File: config.mk
export PLATFORM = sky130hd
export DESIGN_NAME = alu_ctl_seq
export DESIGN_NICKNAME = d
export VERILOG_FILES = /design/src/rtl/alu_ctl_pkg.sv /design/src/rtl/alu_muldiv_core.sv /design/src/rtl/alu_ctl_seq.sv
export SDC_FILE = /design/constraint.sdc
export NUM_CORES = 1
export LEC_CHECK = 0
export BUFFER_PORTS_ARGS = -buffer_cell sky130_fd_sc_hd__buf_2
export CORE_MARGIN = 5
export CORE_UTILIZATION = 54
export DETAILED_ROUTE_END_ITERATION = 16
export GPL_ROUTABILITY_DRIVEN = 1
export HOLD_SLACK_MARGIN = 0.02
export PLACE_DENSITY = 0.8
export SYNTH_ARGS = -nofsm -noshare
export SYNTH_HDL_FRONTEND = slang
export SYNTH_SLANG_ARGS = --single-unit
File: constraint.sdc
create_clock -name clk -period 4.45 [get_ports clk]
set_clock_uncertainty 0.15 [all_clocks]
set_input_delay 0.2225 -clock clk [delete_from_list [all_inputs] [get_ports clk]]
set_output_delay 0.2225 -clock clk [all_outputs]
set_load 0.01 [all_outputs]
File: src/rtl/alu_ctl_pkg.sv
// Shared constants for the ALU control decoder and the mult/div sequencer:
// function codes, ALUCtl codes, FSM state and mult/div operation encodings.
package alu_ctl_pkg;

    localparam logic [5:0] FUNC_MFHI  = 6'd16;
    localparam logic [5:0] FUNC_MFLO  = 6'd18;
    localparam logic [5:0] FUNC_MULT  = 6'd24;
    localparam logic [5:0] FUNC_MULTU = 6'd25;
    localparam logic [5:0] FUNC_DIV   = 6'd26;
    localparam logic [5:0] FUNC_DIVU  = 6'd27;
    localparam logic [5:0] FUNC_ADD   = 6'd32;
    localparam logic [5:0] FUNC_SUB   = 6'd34;
    localparam logic [5:0] FUNC_AND   = 6'd36;
    localparam logic [5:0] FUNC_OR    = 6'd37;
    localparam logic [5:0] FUNC_XOR   = 6'd38;
    localparam logic [5:0] FUNC_NOR   = 6'd39;
    localparam logic [5:0] FUNC_SLT   = 6'd42;
    localparam logic [5:0] FUNC_SLTU  = 6'd43;

    localparam logic [3:0] CTL_AND  = 4'd0;
    localparam logic [3:0] CTL_OR   = 4'd1;
    localparam logic [3:0] CTL_ADD  = 4'd2;
    localparam logic [3:0] CTL_XOR  = 4'd3;
    localparam logic [3:0] CTL_SUB  = 4'd6;
    localparam logic [3:0] CTL_SLT  = 4'd7;
    localparam logic [3:0] CTL_SLTU = 4'd8;
    localparam logic [3:0] CTL_NOR  = 4'd12;
    localparam logic [3:0] CTL_NONE = 4'd15;

    typedef enum logic [1:0] {ST_IDLE, ST_MUL, ST_DIV, ST_DONE} seq_state_e;

    // Encoding matches func[1:0] of the mult/div function codes.
    typedef enum logic [1:0] {OP_MULT, OP_MULTU, OP_DIV, OP_DIVU} muldiv_op_e;

    function automatic logic [3:0] decode_alu_ctl(input logic [1:0] alu_op, input logic [5:0] fn);
        logic [3:0] ctl;
        ctl = CTL_NONE;
        case (alu_op)
            2'd0: ctl = CTL_ADD;
            2'd1: ctl = CTL_SUB;
            2'd2: begin
                case (fn)
                    FUNC_ADD:  ctl = CTL_ADD;
                    FUNC_SUB:  ctl = CTL_SUB;
                    FUNC_AND:  ctl = CTL_AND;
                    FUNC_OR:   ctl = CTL_OR;
                    FUNC_XOR:  ctl = CTL_XOR;
                    FUNC_NOR:  ctl = CTL_NOR;
                    FUNC_SLT:  ctl = CTL_SLT;
                    FUNC_SLTU: ctl = CTL_SLTU;
                    FUNC_MULT, FUNC_MULTU, FUNC_DIV, FUNC_DIVU,
                    FUNC_MFHI, FUNC_MFLO: ctl = CTL_NONE;
                    default:   ctl = CTL_NONE;
                endcase
            end
            default: ctl = CTL_NONE;
        endcase
        return ctl;
    endfunction

endpackage

File: src/rtl/alu_muldiv_core.sv
// Iterative one-bit-per-cycle shift-add multiplier and restoring divider with HI/LO.
// The divider datapath exists only when ALU_CTL_DIV_EN is defined.
module alu_muldiv_core
    import alu_ctl_pkg::*;
#(
    parameter int WIDTH = 32
) (
    input  logic             clk,
    input  logic             rst_n,
    input  logic             i_start,
    input  muldiv_op_e       i_op,
    input  logic [WIDTH-1:0] i_a,
    input  logic [WIDTH-1:0] i_b,
    output logic             o_done,
    output logic [WIDTH-1:0] o_hi,
    output logic [WIDTH-1:0] o_lo
);
    localparam int CW = $clog2(WIDTH);

    logic                 r_run;
    logic [CW-1:0]        r_cnt;
    logic [2*WIDTH-1:0]   r_p;      // {accumulator/remainder, multiplier/quotient}
    logic [WIDTH-1:0]     r_m;      // multiplicand or divisor magnitude
    logic                 r_neg_q;

    logic                 w_signed;
    logic                 w_is_div;
    logic [WIDTH-1:0]     w_mag_a, w_mag_b;
    logic [WIDTH:0]       w_sum;
    logic [2*WIDTH-1:0]   w_mul_next, w_prod, w_step;
    logic [WIDTH-1:0]     w_res_hi, w_res_lo;

    // o_done marks the final iteration; HI/LO load on the edge that ends it.
    assign o_done = r_run && (r_cnt == CW'(WIDTH - 1));

`ifdef ALU_CTL_DIV_EN
    logic                 r_div;
    logic                 r_neg_r;
    logic [WIDTH:0]       w_rem_sh;
    logic                 w_ge;
    logic [WIDTH-1:0]     w_rem_trial, w_quot, w_rem;
    logic [2*WIDTH-1:0]   w_div_next;

    assign w_signed    = (i_op == OP_MULT) || (i_op == OP_DIV);
    assign w_is_div    = (i_op == OP_DIV) || (i_op == OP_DIVU);
    assign w_rem_sh    = {r_p[2*WIDTH-1:WIDTH], r_p[WIDTH-1]};
    assign w_ge        = (w_rem_sh >= {1'b0, r_m});
    assign w_rem_trial = w_rem_sh[WIDTH-1:0] - r_m;
    assign w_div_next  = {(w_ge ? w_rem_trial : w_rem_sh[WIDTH-1:0]), r_p[WIDTH-2:0], w_ge};
    assign w_quot      = w_div_next[WIDTH-1:0];
    assign w_rem       = w_div_next[2*WIDTH-1:WIDTH];
    assign w_step      = r_div ? w_div_next : w_mul_next;
`else
    assign w_signed    = (i_op == OP_MULT);
    assign w_is_div    = 1'b0;
    assign w_step      = w_mul_next;
`endif

    assign w_mag_a    = (w_signed && i_a[WIDTH-1]) ? -i_a : i_a;
    assign w_mag_b    = (w_signed && i_b[WIDTH-1]) ? -i_b : i_b;
    assign w_sum      = {1'b0, r_p[2*WIDTH-1:WIDTH]} + (r_p[0] ? {1'b0, r_m} : '0);
    assign w_mul_next = {w_sum, r_p[WIDTH-1:1]};
    assign w_prod     = r_neg_q ? -w_mul_next : w_mul_next;

    // NOTE: every output of a combinational block gets a default first, so no path leaves it unassigned and infers a latch.
    always_comb begin
        w_res_hi = w_prod[2*WIDTH-1:WIDTH];
        w_res_lo = w_prod[WIDTH-1:0];
`ifdef ALU_CTL_DIV_EN
        if (r_div) begin
            w_res_hi = r_neg_r ? -w_rem : w_rem;
            w_res_lo = r_neg_q ? -w_quot : w_quot;
        end
`endif
    end

    always_ff @(posedge clk or negedge rst_n) begin
        if (!rst_n) begin
            r_run   <= 1'b0;
            r_cnt   <= '0;
            r_p     <= '0;
            r_m     <= '0;
            r_neg_q <= 1'b0;
            o_hi    <= '0;
            o_lo    <= '0;
`ifdef ALU_CTL_DIV_EN
            r_div   <= 1'b0;
            r_neg_r <= 1'b0;
`endif
        end else if (i_start) begin
            r_run   <= 1'b1;
            r_cnt   <= '0;
            r_p     <= {{WIDTH{1'b0}}, (w_is_div ? w_mag_a : w_mag_b)};
            r_m     <= w_is_div ? w_mag_b : w_mag_a;
            // A zero divisor keeps the all-ones quotient un-negated; a zero product is unaffected.
            r_neg_q <= w_signed && (i_a[WIDTH-1] ^ i_b[WIDTH-1]) && (|i_b);
`ifdef ALU_CTL_DIV_EN
            r_div   <= w_is_div;
            r_neg_r <= w_signed && i_a[WIDTH-1];
`endif
        end else if (r_run) begin
            r_p   <= w_step;
            r_cnt <= r_cnt + CW'(1);
            if (o_done) begin
                r_run <= 1'b0;
                r_cnt <= '0;
                o_hi  <= w_res_hi;
                o_lo  <= w_res_lo;
            end
        end
    end

endmodule

File: src/rtl/alu_ctl_seq.sv
// ALU control decoder with a busy/stall-handshaked multi-cycle mult/div sequencer.
// Define ALU_CTL_DIV_EN to include div/divu; otherwise only multiply is supported.
module alu_ctl_seq
    import alu_ctl_pkg::*;
#(
    parameter int WIDTH = 32,
    parameter int CTL_W = 4
) (
    input  logic             clk,
    input  logic             rst_n,
    input  logic             valid_i,
    input  logic [1:0]       ALUop,
    input  logic [5:0]       func,
    input  logic [WIDTH-1:0] a,
    input  logic [WIDTH-1:0] b,
    output logic [CTL_W-1:0] ALUCtl,
    output logic             add,
    output logic             sub,
    output logic             hi_sel,
    output logic             lo_sel,
    output logic [WIDTH-1:0] hi,
    output logic [WIDTH-1:0] lo,
    output logic             busy,
    output logic             stall,
    output logic             done
);
    seq_state_e r_state;
    logic       r_busy;
    logic       r_done;

    logic       w_rtype;
    logic       w_is_div;
    logic       w_is_muldiv;
    logic       w_accept;
    logic       w_core_done;

    assign w_rtype = (ALUop == 2'd2);
    assign ALUCtl  = CTL_W'(decode_alu_ctl(ALUop, func));
    assign add     = w_rtype && (func == FUNC_ADD);
    assign sub     = w_rtype && (func == FUNC_SUB);
    assign hi_sel  = w_rtype && (func == FUNC_MFHI);
    assign lo_sel  = w_rtype && (func == FUNC_MFLO);

`ifdef ALU_CTL_DIV_EN
    assign w_is_div = w_rtype && ((func == FUNC_DIV) || (func == FUNC_DIVU));
`else
    assign w_is_div = 1'b0;
`endif
    assign w_is_muldiv = (w_rtype && ((func == FUNC_MULT) || (func == FUNC_MULTU))) || w_is_div;

    // A mult/div only starts from IDLE; otherwise it is held off by stall and re-presented.
    assign w_accept = valid_i && w_is_muldiv && (r_state == ST_IDLE);
    assign stall    = valid_i && r_busy && (w_is_muldiv || hi_sel || lo_sel);
    assign busy     = r_busy;
    assign done     = r_done;

    alu_muldiv_core #(.WIDTH(WIDTH)) u_core (
        .clk     (clk),
        .rst_n   (rst_n),
        .i_start (w_accept),
        .i_op    (muldiv_op_e'(func[1:0])),
        .i_a     (a),
        .i_b     (b),
        .o_done  (w_core_done),
        .o_hi    (hi),
        .o_lo    (lo)
    );

    // NOTE: state registers use non-blocking assignments so every flop samples pre-edge values.
    always_ff @(posedge clk or negedge rst_n) begin
        if (!rst_n) begin
            r_state <= ST_IDLE;
            r_busy  <= 1'b0;
            r_done  <= 1'b0;
        end else begin
            case (r_state)
                ST_IDLE: begin
                    r_done <= 1'b0;
                    if (w_accept) begin
                        r_state <= w_is_div ? ST_DIV : ST_MUL;
                        r_busy  <= 1'b1;
                    end
                end
                ST_MUL, ST_DIV: begin
                    if (w_core_done) begin
                        r_state <= ST_DONE;
                        r_done  <= 1'b1;
                    end
                end
                ST_DONE: begin
                    r_state <= ST_IDLE;
                    r_busy  <= 1'b0;
                    r_done  <= 1'b0;
                end
                default: begin
                    r_state <= ST_IDLE;
                    r_busy  <= 1'b0;
                    r_done  <= 1'b0;
                end
            endcase
        end
    end

endmodule

==> parameters.txt, run 1 <==
Parameter                              Value

Worst hold path
  Kind of path behind the tightest hold check    input pin to register

GRT
  GRT overflow    0
  Initial antenna violation count    1
  Number of global-route vias before repair    10600
  First-pass GRT wire length    54700 um
  Pin count of the biggest net entering global routing    99
  Total track usage    27.3%

Route
  Via Count    11100
  Post-detailed-route count of antenna-violating nets    0
  Mean routed wirelength per cell    17.9 um
  Count of TritonRoute iterations in the first routing pass    5
  Average vias per placed instance    5.86
  Number of DRC markers in iteration 0    985
  Total wire length    33800 um
  Total DRC errors in the routed layout    0

Critical path
  Kind of start point of the critical path    register
  Endpoint type of the worst setup path    register
  CP Max Fanout    31
  Required @ worst endpoint    4.60 ns
  Worst Path Arrival    4.56 ns
  Type of the setup path with the least slack    register to register

STA
  Share of the cycle needed by the critical path after routing    99.0%
  Final Max Slew Viols    0
  Count of final setup violators    0
  Fmax    0.227 GHz
  Unrepaired setup endpoints after global routing    yes
  Max-slew headroom at the worst pin    24.7%
  Final Hold Vio Count    0
  Slew @ Worst Pin    1.13 ns
  Final worst path period need    4.41 ns
  Sum of negative setup slack    0 ns

Clocking
  Number of H-tree branching levels    4
  Sinks on the clock net    171
  Clock tree from TritonCTS    done
  Clock network latency to the later pin of the worst-skew pair    0.44 ns
  Clock tree root buffer cell    sky130_fd_sc_hd__clkbuf_16
  Max clock buf depth    2
  CTS buffer count    17
  Clock-pin slew on the worst setup and hold paths    0.07 ns

Floorplanning
  Initial Util    54.4%
  I/O pin count    150
  Core region area    21600 um^2
  Die Ht    158 um
  Die Wd    158 um
  Die Footprint    24900 um^2
  Total number of placement rows    54

Synthesis
  Cell Area, Synth    11800 um^2
  Largest cells by area after synthesis    sky130_fd_sc_hd__dfrtp_1 (36%), sky130_fd_sc_hd__xor2_1 (7.1%), sky130_fd_sc_hd__o21ai_0 (6.9%), sky130_fd_sc_hd__nand2_1 (6.7%), sky130_fd_sc_hd__mux2i_1 (5.2%)
  Share of Yosys cell area claimed by the top area cell type    36.4%
  EDFF count, synth    0
  Portion of the post-synthesis area used by sequential elements    36.4%
  Ys async rst share    100%
  Number of nets in the synthesized netlist    1519
  Gate count after technology mapping    1397
  Post-synth top area cell    sky130_fd_sc_hd__dfrtp_1
  Synth Register Bits    171
  Count of yosys warnings during synthesis    0
  Avg Synthesized Cell Area    8.43 um^2
  Synth unique cells    63
  Most used flip-flop cell after synthesis    sky130_fd_sc_hd__dfrtp_1

Power
  Power per cell area    455 nW/um^2
  Static leakage power    6.36 nW
  Worst supply voltage drop on vdd    0.000221 V
  Total design power    6.53 mW

Place
  DPL Wire Length    25000 um
  Final GP Congestion    0.993
  Number of port buffers    149
  Placed instance count    1795

Finish
  Leading cell type in the layout, fill and taps excluded    sky130_fd_sc_hd__nand2_1
  Filler Cell Count    1797
  Post-synthesis to final-layout area growth    21.9%
  Non-filler instance count after layout    1888
  Fraction of final layout cells sized beyond drive strength 1    17.5%
  Count of nets after finishing    1716
  Commonest cells after routing, fill and taps aside    sky130_fd_sc_hd__nand2_1 (210), sky130_fd_sc_hd__dfrtp_1 (169), sky130_fd_sc_hd__o21ai_0 (157)

Flow run
  Number of maximum-capacitance constraint violations    0

Run status
  Outcome    completed
Yosys cell counts (17+ instances only):
library cell / n
sky130_fd_sc_hd__o21ai_0: 162
sky130_fd_sc_hd__nor2_1: 109
sky130_fd_sc_hd__and2_1: 43
sky130_fd_sc_hd__dfrtp_1: 171
sky130_fd_sc_hd__nand2_1: 211
sky130_fd_sc_hd__o41ai_1: 17
sky130_fd_sc_hd__clkbuf_1: 72
sky130_fd_sc_hd__inv_1: 23
sky130_fd_sc_hd__ha_1: 46
sky130_fd_sc_hd__nor3_1: 20
sky130_fd_sc_hd__xor2_1: 95
sky130_fd_sc_hd__a21oi_1: 68
sky130_fd_sc_hd__nand3_1: 17
sky130_fd_sc_hd__o31ai_1: 33
sky130_fd_sc_hd__mux2i_1: 61
sky130_fd_sc_hd__xnor2_1: 48
layout make-up:
cell class / instances / area, um^2 / share of cell area, %
multi-input combinational: 1125 / 7290 / 50.8
clock inverter: 15 / 166 / 1.16
inverter: 23 / 86.3 / 0.601
sequential: 171 / 4280 / 29.8
tap: 280 / 350 / 2.44
antenna: 1 / 2.50 / 0.0174
timing repair buffer: 256 / 1750 / 12.2
clock buffer: 17 / 425 / 2.96
report_power, final:
| group | leakage [nW] | total (mW) | switching, mW | internal (mW) |
|---|---|---|---|---|
| Sequential | 2.06 | 2.09 | 0.293 | 1.79 |
| Clock | 0.288 | 1.51 | 0.747 | 0.759 |
| Combinational | 4.01 | 2.93 | 1.74 | 1.20 |
| Total | 6.36 | 6.53 | 2.78 | 3.75 |
cell families (layout without fill, tap and decap cells):
family	Yosys count	count (layout)	share of synthesized area [%]
buf+inv	101	311	3.29
simple gates	492	492	19.5
xor+xnor	143	143	10.6
other cells	0	1	0
fa+ha+maj	47	47	5.06
compound gates	380	380	19.8
mux	63	63	5.38
flops	171	171	36.4
per-stage QoR:
step	utilization, %	cell area (um^2)	worst slack [ns]	hold slack, ns
after floorplan	-	11800	0.0200	-0.223
after global placement	60.3	13000	0.0290	0.204
after detailed placement	60.3	13000	-0.0786	0.209
after CTS	65.8	14200	0.0236	0.0208
after global routing	66.4	14400	-0.107	0.0426
final	66.4	14400	0.0448	0.0486
per-layer routing:
layer | vias to the layer above | track usage (%) | wire length, um
met1 | 5182 | 41.1 | 15400
met4 | 0 | 7.74 | 701
met5 | - | 0 | 0
met3 | 58 | 5.82 | 2910
li1 | 5343 | - | -
met2 | 474 | 39.9 | 14900
state kept, by name (all words and copies together) (netlist names):
signal,count
u_core.r_p,64
u_core.r_m,32
done,1
u_core.r_neg_q,1
busy,1
u_core.o_lo,32
u_core.r_run,1
r_state,2
u_core.o_hi,32
u_core.r_cnt,5
worst max-delay path, stage by stage, from the launching register on:
cell,delay (ns)
sky130_fd_sc_hd__dfrtp_1,0.42
sky130_fd_sc_hd__buf_12,0.17
sky130_fd_sc_hd__and2_1,0.17
sky130_fd_sc_hd__fa_2,0.41
sky130_fd_sc_hd__a211oi_4,0.30
sky130_fd_sc_hd__o211a_1,0.24
sky130_fd_sc_hd__o21a_1,0.19
sky130_fd_sc_hd__xnor2_2,0.10
sky130_fd_sc_hd__or3b_4,0.40
sky130_fd_sc_hd__or4_4,0.53
sky130_fd_sc_hd__or4_4,0.61
sky130_fd_sc_hd__o41ai_4,0.24
sky130_fd_sc_hd__xor2_1,0.22
sky130_fd_sc_hd__o21ai_1,0.12
worst paths after layout:
check	slack [ns]	startpoint	end	cells after the start
worst max register to register	0.04	u_core.r_p[0]$_DFFE_PN0P_	u_core.o_hi[30]$_DFFE_PN0P_	13
max in group asynchronous	2.95	rst_n	u_core.o_hi[8]$_DFFE_PN0P_	3
worst min register to register	0.33	u_core.o_lo[22]$_DFFE_PN0P_	u_core.o_lo[22]$_DFFE_PN0P_	2
min in group asynchronous	0.27	rst_n	u_core.r_m[20]$_DFFE_PN0P_	2
worst min-delay path	0.05	b[26]	u_core.r_p[26]$_DFFE_PN0P_	4
worst max-delay path	0.04	u_core.r_p[0]$_DFFE_PN0P_	u_core.o_hi[30]$_DFFE_PN0P_	13
repair_timing:
action | CTS | global route
pin swaps | 1 | 9
resized for setup | 3 | 24
hold buffers | 57 | 0
setup buffers | 0 | 3
hold endpoints to repair | 153 | 0
setup endpoints to repair | 4 | 9
Note: power is estimated with default switching activity, not from simulation.
==> run 2, diff against run 1 <==
--- a/config.mk
+++ b/config.mk
@@ -6,12 +6,15 @@
 export NUM_CORES = 1
 export LEC_CHECK = 0
 export BUFFER_PORTS_ARGS = -buffer_cell sky130_fd_sc_hd__buf_2
+export CELL_PAD_IN_SITES_DETAIL_PLACEMENT = 0
+export CELL_PAD_IN_SITES_GLOBAL_PLACEMENT = 1
 export CORE_MARGIN = 5
-export CORE_UTILIZATION = 54
+export CORE_UTILIZATION = 40
 export DETAILED_ROUTE_END_ITERATION = 16
 export GPL_ROUTABILITY_DRIVEN = 1
 export HOLD_SLACK_MARGIN = 0.02
-export PLACE_DENSITY = 0.8
+export PLACE_DENSITY = 0.79
 export SYNTH_ARGS = -nofsm -noshare
 export SYNTH_HDL_FRONTEND = slang
 export SYNTH_SLANG_ARGS = --single-unit
+export TNS_END_PERCENT = 5
==> parameters.txt, run 2 (synthesis gave the netlist of run 1 again) <==
Parameter                              Value

Route
  Count of TritonRoute iterations in the first routing pass    5 (unchanged)
  Average vias per placed instance    5.38 (was 5.86)
  Total wire length    34800 um (was 33800 um)
  Wire length on met2    14900 um (about the same)
  Via Count    10700 (was 11100)
  Number of DRC markers in iteration 0    884 (was 985)
  Routed wire length on met3    1790 um (was 2910 um)
  Mean routed wirelength per cell    17.4 um (was 17.9 um)
  Total DRC errors in the routed layout    0 (unchanged)
  Metal-1 WL    17600 um (was 15400 um)
  Post-detailed-route count of antenna-violating nets    0 (unchanged)
  Max layer used    met4 (unchanged)

Floorplanning
  Die Wd    182 um (was 158 um)
  Die Ht    182 um (was 158 um)
  Initial Util    40.8% (was 54.4%)
  Total number of placement rows    62 (was 54)
  Die Footprint    33000 um^2 (was 24900 um^2)
  I/O pin count    150 (unchanged)
  Core region area    28900 um^2 (was 21600 um^2)

Finish
  Max FFs per register    64 (unchanged)
  Leading cell type in the layout, fill and taps excluded    sky130_fd_sc_hd__nand2_1 (unchanged)
  Non-filler instance count after layout    1993 (was 1888)
  Register area    4280 um^2 (unchanged)
  Commonest cells after routing, fill and taps aside    sky130_fd_sc_hd__nand2_1 (210), sky130_fd_sc_hd__dfrtp_1 (169), sky130_fd_sc_hd__o21ai_0 (162) (was sky130_fd_sc_hd__nand2_1 (210), sky130_fd_sc_hd__dfrtp_1 (169), sky130_fd_sc_hd__o21ai_0 (157))
  Count of nets after finishing    1718 (was 1716)
  Fin util    49.8% (was 66.4%)
  Filler Cell Count    2810 (was 1797)
  Largest register by flop count    u_core.r_p (unchanged)
  Post-synthesis to final-layout area growth    22.2% (was 21.9%)
  Area taken by multi-input logic gates    7220 um^2 (was 7290 um^2)
  Final Cell Area    14400 um^2 (about the same)
  Fraction of final layout cells sized beyond drive strength 1    17.1% (was 17.5%)
  Antenna cell count    0 (was 1)

Critical path
  Slack of the worst reg-to-reg path    0.11 ns (was 0.04 ns)
  Maximum single-stage delay on the critical path    0.57 ns (was 0.61 ns)
  Cell with the largest stage delay on the worst path    sky130_fd_sc_hd__or4_4 (unchanged)
  Start point of the critical path    u_core.r_p[0]$_DFFE_PN0P_ (unchanged)
  Critical-path cell list    and2_1, ha_2, fa_2, a211oi_4, o211a_1, o31ai_2, xor2_1, or4_4, or4_4, or4_4, o31ai_1, xor2_1, o21ai_0 (was buf_12, and2_1, fa_2, a211oi_4, o211a_1, o21a_1, xnor2_2, or3b_4, or4_4, or4_4, o41ai_4, xor2_1, o21ai_1)
  Number of cells on the worst reg-to-reg path    13 (unchanged)
  Required @ worst endpoint    4.62 ns (was 4.60 ns)
  Type of the setup path with the least slack    register to register (unchanged)
  Cell repeated most along the worst path    sky130_fd_sc_hd__or4_4 (unchanged)
  Worst Path Arrival    4.51 ns (was 4.56 ns)
  Endpoint type of the worst setup path    register (unchanged)
  CP Max Fanout    7 (was 31)
  Startpoint of the worst-slack reg-to-reg timing path    u_core.r_p[0]$_DFFE_PN0P_ (unchanged)
  R2r endpoint    u_core.o_hi[26]$_DFFE_PN0P_ (was u_core.o_hi[30]$_DFFE_PN0P_)
  Kind of start point of the critical path    register (unchanged)

Worst hold path
  Endpoint of the worst hold-timing path    u_core.r_p[12]$_DFFE_PN0P_ (was u_core.r_p[26]$_DFFE_PN0P_)
  Kind of path behind the tightest hold check    input pin to register (unchanged)
  Hold Crit Start    b[12] (was b[26])
  Cell count of the worst hold path    4 (unchanged)

GRT
  Total track usage    20.9% (was 27.3%)
  First-pass GRT wire length    56400 um (was 54700 um)
  Initial antenna violation count    0 (was 1)
  Number of global-route vias before repair    10400 (was 10600)
  GRT overflow    0 (unchanged)
  Pin count of the biggest net entering global routing    80 (was 99)

STA
  Share of the cycle needed by the critical path after routing    97.5% (was 99.0%)
  Final Hold Vio Count    0 (unchanged)
  Max-slew headroom at the worst pin    25.6% (was 24.7%)
  Unrepaired setup endpoints after global routing    yes (unchanged)
  Final worst path period need    4.34 ns (was 4.41 ns)
  Fmax    0.230 GHz (was 0.227 GHz)
  Final Max Slew Viols    0 (unchanged)
  Count of final setup violators    0 (unchanged)
  Slew @ Worst Pin    1.12 ns (was 1.13 ns)

Place
  Placed instance count    1902 (was 1795)
  Placed cell area    13200 um^2 (was 13000 um^2)
  DPL Wire Length    26600 um (was 25000 um)
  Final GP Congestion    0.940 (was 0.993)
  Number of port buffers    149 (unchanged)

Power
  Worst supply voltage drop on vdd    0.000318 V (was 0.000221 V)
  Static leakage power    6.32 nW (was 6.36 nW)
  Power per cell area    447 nW/um^2 (was 455 nW/um^2)
  Total design power    6.42 mW (was 6.53 mW)

Clocking
  Sinks on the clock net    171 (unchanged)
  Clock tree from TritonCTS    done (unchanged)
  Clock-pin slew on the worst setup and hold paths    0.07 ns (about the same)
  Clock tree root buffer cell    sky130_fd_sc_hd__clkbuf_16 (unchanged)
  Number of H-tree branching levels    4 (unchanged)
  Max clock buf depth    2 (unchanged)
  Clock network latency to the later pin of the worst-skew pair    0.44 ns (about the same)
  CTS buffer count    17 (unchanged)

Run status
  Outcome    completed (unchanged)

Flow run
  Number of maximum-capacitance constraint violations    0 (unchanged)
==> run 2: power breakdown <==
part	total [mW]	internal [mW]	switching (mW)
registers	2.10	1.79	0.301
clock network	1.48	0.750	0.725
logic	2.85	1.18	1.67
total	6.42	3.73	2.70
==> run 2: worst max path at each step <==
stage	to	slack, ns	depth (start not counted)
finish	u_core.o_hi[26]$_DFFE_PN0P_	0.11	13
global route	u_core.o_hi[27]$_DFFE_PN0P_	-0.04	13
CTS	u_core.o_hi[30]$_DFFE_PN0P_	0.04	13
detailed placement	u_core.o_hi[30]$_DFFE_PN0P_	0.01	13
global placement	u_core.o_hi[30]$_DFFE_PN0P_	0.07	13
floorplan	u_core.o_hi[30]$_DFFE_PN0P_	0.02	15
==> run 2: through the flow <==
| step | setup WS [ns] | setup TNS (ns) | hold slack [ns] |
|---|---|---|---|
| final | 0.111 | 0 | 0.0473 |
| after global routing | -0.0402 | -0.0867 | 0.0594 |
| after CTS | 0.0375 | 0 | 0.0207 |
| after detailed placement | 0.0127 | 0 | 0.158 |
| after global placement | 0.0684 | 0 | 0.157 |
| after floorplan | 0.0200 | 0 | -0.223 |
==> run 2: layout make-up <==
cell class              instances  area share, %
multi-input cells            1125           50.2
flip-flops and latches        171           29.8
repair buffers                258           12.1
well taps                     384           3.34
clock buffers                  18           2.98
clock inverters                14           1.03
inverters                      23          0.600
==> run 2: per-layer routing <==
metal	GRT usage [%]	vias up
met5	0	-
met4	4.56	0
met3	3.66	32
met2	30.4	292
met1	32.2	5068
li1	-	5338
==> run 2: critical path: cells and delay by family (launching register included) <==
family,cells,cell delay (ns)
fa+ha+maj,2,0.61
xor+xnor,2,0.32
simple gates,4,1.66
flops,1,0.42
compound gates,5,1.08
==> run 2: repair_timing <==
action,CTS,global route
hold buffers,58,0
pin swaps,0,3
endpoints found under the hold margin,133,0
gates resized for setup,1,11
endpoints found under the setup margin,1,6
buffers inserted,0,1
